File: src/rtl/crc_serial_rx.sv
// rtl/crc_serial_rx.sv - MSB-first serial frame receiver with CRC check, Done/Frame_err strobes
module crc_serial_rx #(
  parameter int unsigned      DATA_W = 16,
  parameter int unsigned      CRC_W  = 4,
  parameter logic [CRC_W-1:0] POLY   = 4'h3
) (
  input  logic              Clk,
  input  logic              Reset,
  input  logic              En,
  input  logic              Sin,
  output logic [DATA_W-1:0] Dout,
  output logic [CRC_W-1:0]  Crc_rx,
  output logic              Crc_ok,
  output logic              Done,
  output logic              Busy,
  output logic              Frame_err
);

  localparam int unsigned      FRAME_W  = DATA_W + CRC_W;
  localparam int unsigned      CNT_W    = $clog2(FRAME_W + 1);
  localparam logic [CNT_W-1:0] LAST_CNT = CNT_W'(FRAME_W - 1);

  typedef enum logic [1:0] {
    S_IDLE,
    S_RECV,
    S_HOLD
  } state_t;

  state_t               r_state, w_state_nxt;
  logic [CNT_W-1:0]     r_cnt, w_cnt_nxt;
  // Holds all but the newest bit; the final bit joins straight from Sin at capture.
  logic [FRAME_W-2:0]   r_sr, w_sr_nxt;
  logic [CRC_W-1:0]     r_rem, w_rem_nxt;
  logic [DATA_W-1:0]    r_dout, w_dout_nxt;
  logic [CRC_W-1:0]     r_crc_rx, w_crc_rx_nxt;
  logic                 r_crc_ok, w_crc_ok_nxt;
  logic                 r_done, w_done_nxt;
  logic                 r_frame_err, w_frame_err_nxt;

  logic [FRAME_W-2:0]   w_sr_base;
  logic [CRC_W-1:0]     w_rem_base;
  logic [FRAME_W-1:0]   w_frame;
  logic                 w_fb;
  logic [CRC_W-1:0]     w_rem_step;

  // A frame always starts from an empty shift register and a zero remainder.
  assign w_sr_base  = (r_state == S_IDLE) ? '0 : r_sr;
  assign w_rem_base = (r_state == S_IDLE) ? '0 : r_rem;
  assign w_frame    = {w_sr_base, Sin};
  assign w_fb       = w_rem_base[CRC_W-1] ^ Sin;
  assign w_rem_step = {w_rem_base[CRC_W-2:0], 1'b0} ^ (w_fb ? POLY : '0);

  always_comb begin
    w_state_nxt     = r_state;
    w_cnt_nxt       = r_cnt;
    w_sr_nxt        = r_sr;
    w_rem_nxt       = r_rem;
    w_dout_nxt      = r_dout;
    w_crc_rx_nxt    = r_crc_rx;
    w_crc_ok_nxt    = r_crc_ok;
    w_done_nxt      = 1'b0;
    w_frame_err_nxt = 1'b0;
    case (r_state)
      S_IDLE: begin
        if (En) begin
          w_sr_nxt    = w_frame[FRAME_W-2:0];
          w_rem_nxt   = w_rem_step;
          w_cnt_nxt   = CNT_W'(1);
          w_state_nxt = S_RECV;
        end
      end
      S_RECV: begin
        if (En) begin
          w_sr_nxt  = w_frame[FRAME_W-2:0];
          w_rem_nxt = w_rem_step;
          w_cnt_nxt = r_cnt + CNT_W'(1);
          if (r_cnt == LAST_CNT) begin
            w_dout_nxt   = w_frame[FRAME_W-1:CRC_W];
            w_crc_rx_nxt = w_frame[CRC_W-1:0];
            w_crc_ok_nxt = (w_rem_step == '0);
            w_done_nxt   = 1'b1;
            w_state_nxt  = S_HOLD;
          end
        end else begin
          w_frame_err_nxt = 1'b1;
          w_cnt_nxt       = '0;
          w_sr_nxt        = '0;
          w_rem_nxt       = '0;
          w_state_nxt     = S_IDLE;
        end
      end
      S_HOLD: begin
        if (!En) begin
          w_cnt_nxt   = '0;
          w_sr_nxt    = '0;
          w_rem_nxt   = '0;
          w_state_nxt = S_IDLE;
        end
      end
      default: begin
        w_cnt_nxt   = '0;
        w_sr_nxt    = '0;
        w_rem_nxt   = '0;
        w_state_nxt = S_IDLE;
      end
    endcase
  end

  always_ff @(posedge Clk or posedge Reset) begin
    if (Reset) begin
      r_state     <= S_IDLE;
      r_cnt       <= '0;
      r_sr        <= '0;
      r_rem       <= '0;
      r_dout      <= '0;
      r_crc_rx    <= '0;
      r_crc_ok    <= 1'b0;
      r_done      <= 1'b0;
      r_frame_err <= 1'b0;
    end else begin
      r_state     <= w_state_nxt;
      r_cnt       <= w_cnt_nxt;
      r_sr        <= w_sr_nxt;
      r_rem       <= w_rem_nxt;
      r_dout      <= w_dout_nxt;
      r_crc_rx    <= w_crc_rx_nxt;
      r_crc_ok    <= w_crc_ok_nxt;
      r_done      <= w_done_nxt;
      r_frame_err <= w_frame_err_nxt;
    end
  end

  assign Dout      = r_dout;
  assign Crc_rx    = r_crc_rx;
  assign Crc_ok    = r_crc_ok;
  assign Done      = r_done;
  assign Frame_err = r_frame_err;
  assign Busy      = (r_state == S_RECV);

endmodule

File: config.mk
export PLATFORM = sky130hd
export DESIGN_NAME = crc_serial_rx
export DESIGN_NICKNAME = d
export VERILOG_FILES = /design/src/rtl/crc_serial_rx.sv
export SDC_FILE = /design/constraint.sdc
export NUM_CORES = 1
export LEC_CHECK = 0
export ABC_AREA = 1
export CAP_MARGIN = 10
export CORE_MARGIN = 5
export CORE_UTILIZATION = 40
export DETAILED_ROUTE_END_ITERATION = 10
export GPL_ROUTABILITY_DRIVEN = 0
export SLEW_MARGIN = 20
export SYNTH_ARGS = -nofsm -noshare
export SYNTH_HDL_FRONTEND = slang
export SYNTH_SLANG_ARGS = --single-unit
export TNS_END_PERCENT = 20
File: constraint.sdc
create_clock -name Clk -period 1.5 [get_ports Clk]
set_input_delay 0.3 -clock Clk [delete_from_list [all_inputs] [get_ports Clk]]
set_output_delay 0.3 -clock Clk [all_outputs]
set_load 0.02 [all_outputs]
Yosys cells after proc, flatten, opt, wreduce, memory -nomap -nowiden
Index checks and enable logic that the tools add are counted.
W data, S select, Z words.
{"block": "classes", "add_sub_neg": 1, "eq_ne": 6, "n_mux": 25, "bitwise_logic": 2, "reduce_logical": 5}
{"operator": "$mux W19", "n": 4}
{"operator": "$pmux W19 S3", "n": 1}
{"operator": "$mux W4", "n": 4}
{"operator": "$mux W5", "n": 3}
{"operator": "$pmux W5 S3", "n": 1}
{"operator": "$pmux W4 S3", "n": 1}
{"operator": "$mux W2", "n": 5}
{"operator": "$pmux W2 S3", "n": 1}
{"operator": "$reduce_and A3 Y1", "n": 2}
{"operator": "$add A5 B1 Y5 const B", "n": 1}
{"operator": "$eq A5 B5 Y1 const B", "n": 1}
{"operator": "$mux W1", "n": 5}
{"operator": "$logic_not A4 Y1", "n": 1}
{"operator": "$ne A2 B2 Y1 const B", "n": 2}
{"operator": "$xor A4 B2 Y4", "n": 1}
{"operator": "$ne A3 B2 Y1 const B", "n": 1}
{"operator": "$eq A2 B1 Y1 const B", "n": 1}
{"operator": "$eq A2 B2 Y1 const B", "n": 1}
{"operator": "$logic_not A2 Y1", "n": 1}
{"operator": "$reduce_and A2 Y1", "n": 1}
{"operator": "$xor A1 B1 Y1", "n": 1}
{"block": "totals", "register_bits": 53, "inputBits": 4, "out_inout_bits": 24, "elab_cells": 48}

Depth between registers and ports, before layout
{"block": "logic_depth", "ltp_word": 7, "ltp_mapped": 9, "depth_no_buf": 9}

Worst setup path before layout
No wires, ideal clock.
{"block": "synth_timing", "kind": "reg2reg", "from": "register r_cnt[0]", "to": "register r_crc_rx[1] (netlist: Crc_rx[1])", "setup_time_ns": 0.117, "arrival_time_ns": 1.162, "required_ns": 1.383, "setup_slack_ns": 0.221, "stages_incl_launch_ff": 8, "n_path_buf": 2, "period_less_slack_ns": 1.279, "path_cell_list": "dfrtp_1 -> ha_1 -> nand2_1 -> nor2_2 -> buf_4 -> buf_6 -> nand3_1 -> nand2_1"}
{"block": "synth_between", "elab_chain_len": 2}
{"element": "from (decl)", "line": "30", "text": "logic [CNT_W-1:0] r_cnt, w_cnt_nxt;"}
{"element": "from (signal assigned)", "line": "122", "text": "r_cnt <= w_cnt_nxt;"}
{"element": "$eq A5 B5 Y1", "line": "77", "text": "if (r_cnt == LAST_CNT) begin"}
{"element": "$reduce_and A3 Y1 (no source line)"}
{"element": "to (signal assigned)", "line": "126", "text": "r_crc_rx <= w_crc_rx_nxt;"}
{"element": "to (decl)", "line": "35", "text": "logic [CRC_W-1:0] r_crc_rx, w_crc_rx_nxt;"}
No other way between the ends.
A chain may end at the register's enable or synchronous reset.

Worst setup path after layout
{"block": "layout_timing", "from": "register r_cnt[1]", "to": "register r_dout[8] (netlist: Dout[8])"}
{"block": "layout_between", "elab_chain_len": 2}
{"element": "$eq A5 B5 Y1", "line": "77"}
{"element": "$reduce_and A3 Y1 (no source line)"}
{"element": "to (signal assigned)", "line": "125", "text": "r_dout <= w_dout_nxt;"}
{"element": "to (decl)", "line": "34", "text": "logic [DATA_W-1:0] r_dout, w_dout_nxt;"}
No other way between the ends.

==> Flow_metrics.wiki <==
{| class="wikitable"
! Metric !! Value
|-
| Worst setup EP type || flip-flop
|-
| Top cell type by total area after synthesis || sky130_fd_sc_hd__dfrtp_1
|-
| Count of pins over their slew limit || 0
|-
| Number of I/O pins || 28
|-
| Row count || 27
|-
| Number of global-route vias before repair || 1736
|-
| Setup slack of the worst register-to-register path || 0.13 ns
|-
| Cell types occupying the most area after synthesis || sky130_fd_sc_hd__dfrtp_1 (59%), sky130_fd_sc_hd__nand2_1 (23%), sky130_fd_sc_hd__nand3_1 (5.3%)
|-
| Power per Cell Area || 881.8 mW/mm^2
|-
| Overall power || 2.458 mW
|-
| Worst rel slew slack || 75.67%
|-
| DRC marker count from the first detailed-route iteration || 46
|-
| Final-layout setup total negative slack || 0 ns
|-
| Mean routed wirelength per cell || 11.36 microns
|-
| Total of flip-flops plus latches after synthesis || 53
|-
| Final net count || 305
|-
| Die width || 85.04 microns
|-
| Filler instances || 537
|-
| Area Overhead vs Synth || 23.78%
|-
| Post-CTS clock slew at the launch and capture registers of the worst setup and hold paths || 0.10 ns
|-
| Part of the cycle the worst path needs || 91.66%
|-
| Via-per-instance ratio || 4.613
|-
| LEAKAGE || 1.639 nW
|-
| Ant. Diodes || 0
|-
| Largest net degree at the start of global routing || 39
|-
| Run status || complete, no violations
|-
| Total congestion overflow after global routing || 0
|-
| Sequential cell area || 0.001326 sq mm
|-
| Area of the multi-input gates || 785.8 sq um
|-
| Cell-by-cell trace of the critical path || ha_2 -> nand2_1 -> nor2_4 -> nand2_2 -> buf_4 -> nand2_1 -> nand2_1
|-
| Number of buffers and inverters on the critical path || 1
|-
| Peak supply drop || 0.0006077 V
|-
| Category of the most critical setup path || flip-flop to flip-flop
|-
| Remaining antenna violation count after routing || 0
|-
| Crit path DAT || 1.58 ns
|-
| Total number of vias || 1716
|-
| Required time worst endpoint || 1.71 ns
|-
| Unrepaired setup endpoints after global routing || no
|-
| Layout cells sized above 1 || 12.67%
|-
| Maximum fanout along the worst path || 9
|-
| CTS H-Tree Depth || 2
|-
| Die ar. || 0.007231 sq mm
|-
| Initial core utilization || 41.15%
|-
| CTS sink cnt || 53
|-
| Instance count of the mapped netlist || 258
|-
| Critical path startpoint category || flip-flop
|-
| Worst stage delay on the critical path || 0.41 ns
|-
| Number of setup violations in the final report || 0
|-
| Post-Route Utilization || 50.94%
|-
| DRC violations left || 0
|-
| Total routing usage reported by global routing || 13.33%
|-
| Antenna violations before repair || 0
|-
| Hold violation count in the final report || 0
|-
| Reg-to-reg critical path startpoint || r_cnt[1]$_DFFE_PP0P_
|-
| Post-Synthesis Net Count || 264
|-
| Warning count from the yosys run || 0
|-
| Worst-Margin Slew || 0.3643 ns
|-
| Total of buffers placed on input and output ports || 27
|-
| Standard cell with the maximum stage delay on the critical path || sky130_fd_sc_hd__dfrtp_1
|-
| Total of max-cap violations || 0
|-
| Minimum period implied by the final worst setup slack || 1.375 ns
|-
| Global-route wire length before repair || 7.852 mm
|-
| Post-detailed-placement half-perimeter wirelength || 3.013 mm
|-
| Number of CTS-inserted buffers || 5
|-
| Most frequent cell on the critical path || sky130_fd_sc_hd__nand2_1
|-
| Initial DRT Pass Iterations || 4
|-
| Mean cell area of the mapped netlist || 8.729 sq um
|-
| CP delay by family, top || simple AND/OR/NAND/NOR gates
|-
| Portion of the post-synthesis area used by sequential elements || 58.89%
|-
| Fmax achieved || 727.3 MHz
|-
| Cell variety after synth || 18
|-
| Proportion of netlist area held by the largest area contributor || 58.89%
|-
| DRT Wirelength || 4.227 mm
|-
| Cell area after synthesis || 0.002252 sq mm
|-
| Post-route clock skew || 0.005171 ns
|-
| Critical Path Source || r_cnt[1]$_DFFE_PP0P_
|-
| Maximum number of buffers from clock root to sink || 2
|-
| TritonCTS clock tree || yes
|-
| Standard cell core area || 0.005473 sq mm
|-
| Hold-fix buffer count after cts || 0
|-
| Clock insertion delay at the later pin of the skew report || 0.31 ns
|-
| Clock Tree Root || sky130_fd_sc_hd__clkbuf_8
|-
| Vertical die dimension || 85.04 microns
|-
| Worst min path class || input pin to asynchronous set/reset pin
|}
cells in the final DEF (no fill, tap or decap), types with 5 or more instances in the layout:
cell	count
sky130_fd_sc_hd__buf_12	6
sky130_fd_sc_hd__clkbuf_8	5
sky130_fd_sc_hd__nand2_1	137
sky130_fd_sc_hd__nand3_1	24
sky130_fd_sc_hd__dfrtp_1	53
sky130_fd_sc_hd__dlygate4sd2_1	23
sky130_fd_sc_hd__nor2_1	8
sky130_fd_sc_hd__buf_4	12
sky130_fd_sc_hd__inv_1	8
routing by layer:
metal / global-route usage, % / wire length (microns) / up-vias
met5: 0 / 0 / -
met4: 4.317 / 60 / 0
met2: 21.61 / 1937 / 20
met1: 17.20 / 2073 / 815
li1: - / - / 875
met3: 3.786 / 155 / 6
report_power, final:
part,total (mW),leakage [nW],internal [mW],switching [mW]
clock,0.816,0.0445,0.332,0.484
sequential,1.46,0.729,1.45,0.0163
combinational,0.177,0.865,0.0726,0.105
what timing repair did:
| item | 4_1_cts | 5_1_grt |
|---|---|---|
| endpoints found under the setup margin | 24 | 22 |
| setup buffers | 0 | 0 |
| resized for setup | 26 | 3 |
sequential cells by signal (all words and copies together) (netlist names):
| name | flops |
|---|---|
| r_rem | 4 |
| Frame_err | 1 |
| r_cnt | 5 |
| Done | 1 |
| Dout | 16 |
| Crc_ok | 1 |
| Crc_rx | 4 |
| r_state | 2 |
| r_sr | 19 |
area by class of cell:
type,count,area share [%]
timing repair buffer,45,16.02
inverter,12,1.750
sequential,53,47.58
multi-input combinational,182,28.19
clock buffer,5,2.469
tap,72,3.232
clock inverter,3,0.7630
through the flow:
stage	hold slack [ns]	worst slack (ns)	instance area [sq um]	cells
after floorplan	0.3614	0.2206	2256	258
after global placement	0.4559	0.008015	2724	364
after detailed placement	0.4576	-0.008394	2724	364
after CTS	0.3140	0.04203	2786	372
after global routing	0.3121	0.01514	2788	372
final	0.3141	0.1251	2788	372
Yosys cell counts (all sizes together):
library cell,number
nand4,2
dfrtp,53
nand3,26
xor2,1
buf,11
nor2,9
o21ai,2
ha,2
a21boi,1
inv,12
nand2,139
cell families after synthesis:
logic type	count (synthesis)	synth area share [%]
buf+inv	23	6.555
flops	53	58.89
fa+ha+maj	2	1.111
compound gates	3	1.278
simple gates	176	31.78
xor+xnor	1	0.3890
path summary, 6_finish.rpt:
path	depth (start not counted)	to
min in group Clk	2	Dout[0]$_DFFE_PP0P_
max in group asynchronous	3	r_sr[13]$_DFFE_PP0P_
max	7	Dout[8]$_DFFE_PP0P_
min	2	r_cnt[2]$_DFFE_PP0P_
max reg2reg	7	Dout[8]$_DFFE_PP0P_
min reg2reg	2	Dout[0]$_DFFE_PP0P_
Note: power is estimated with default switching activity, not from simulation.
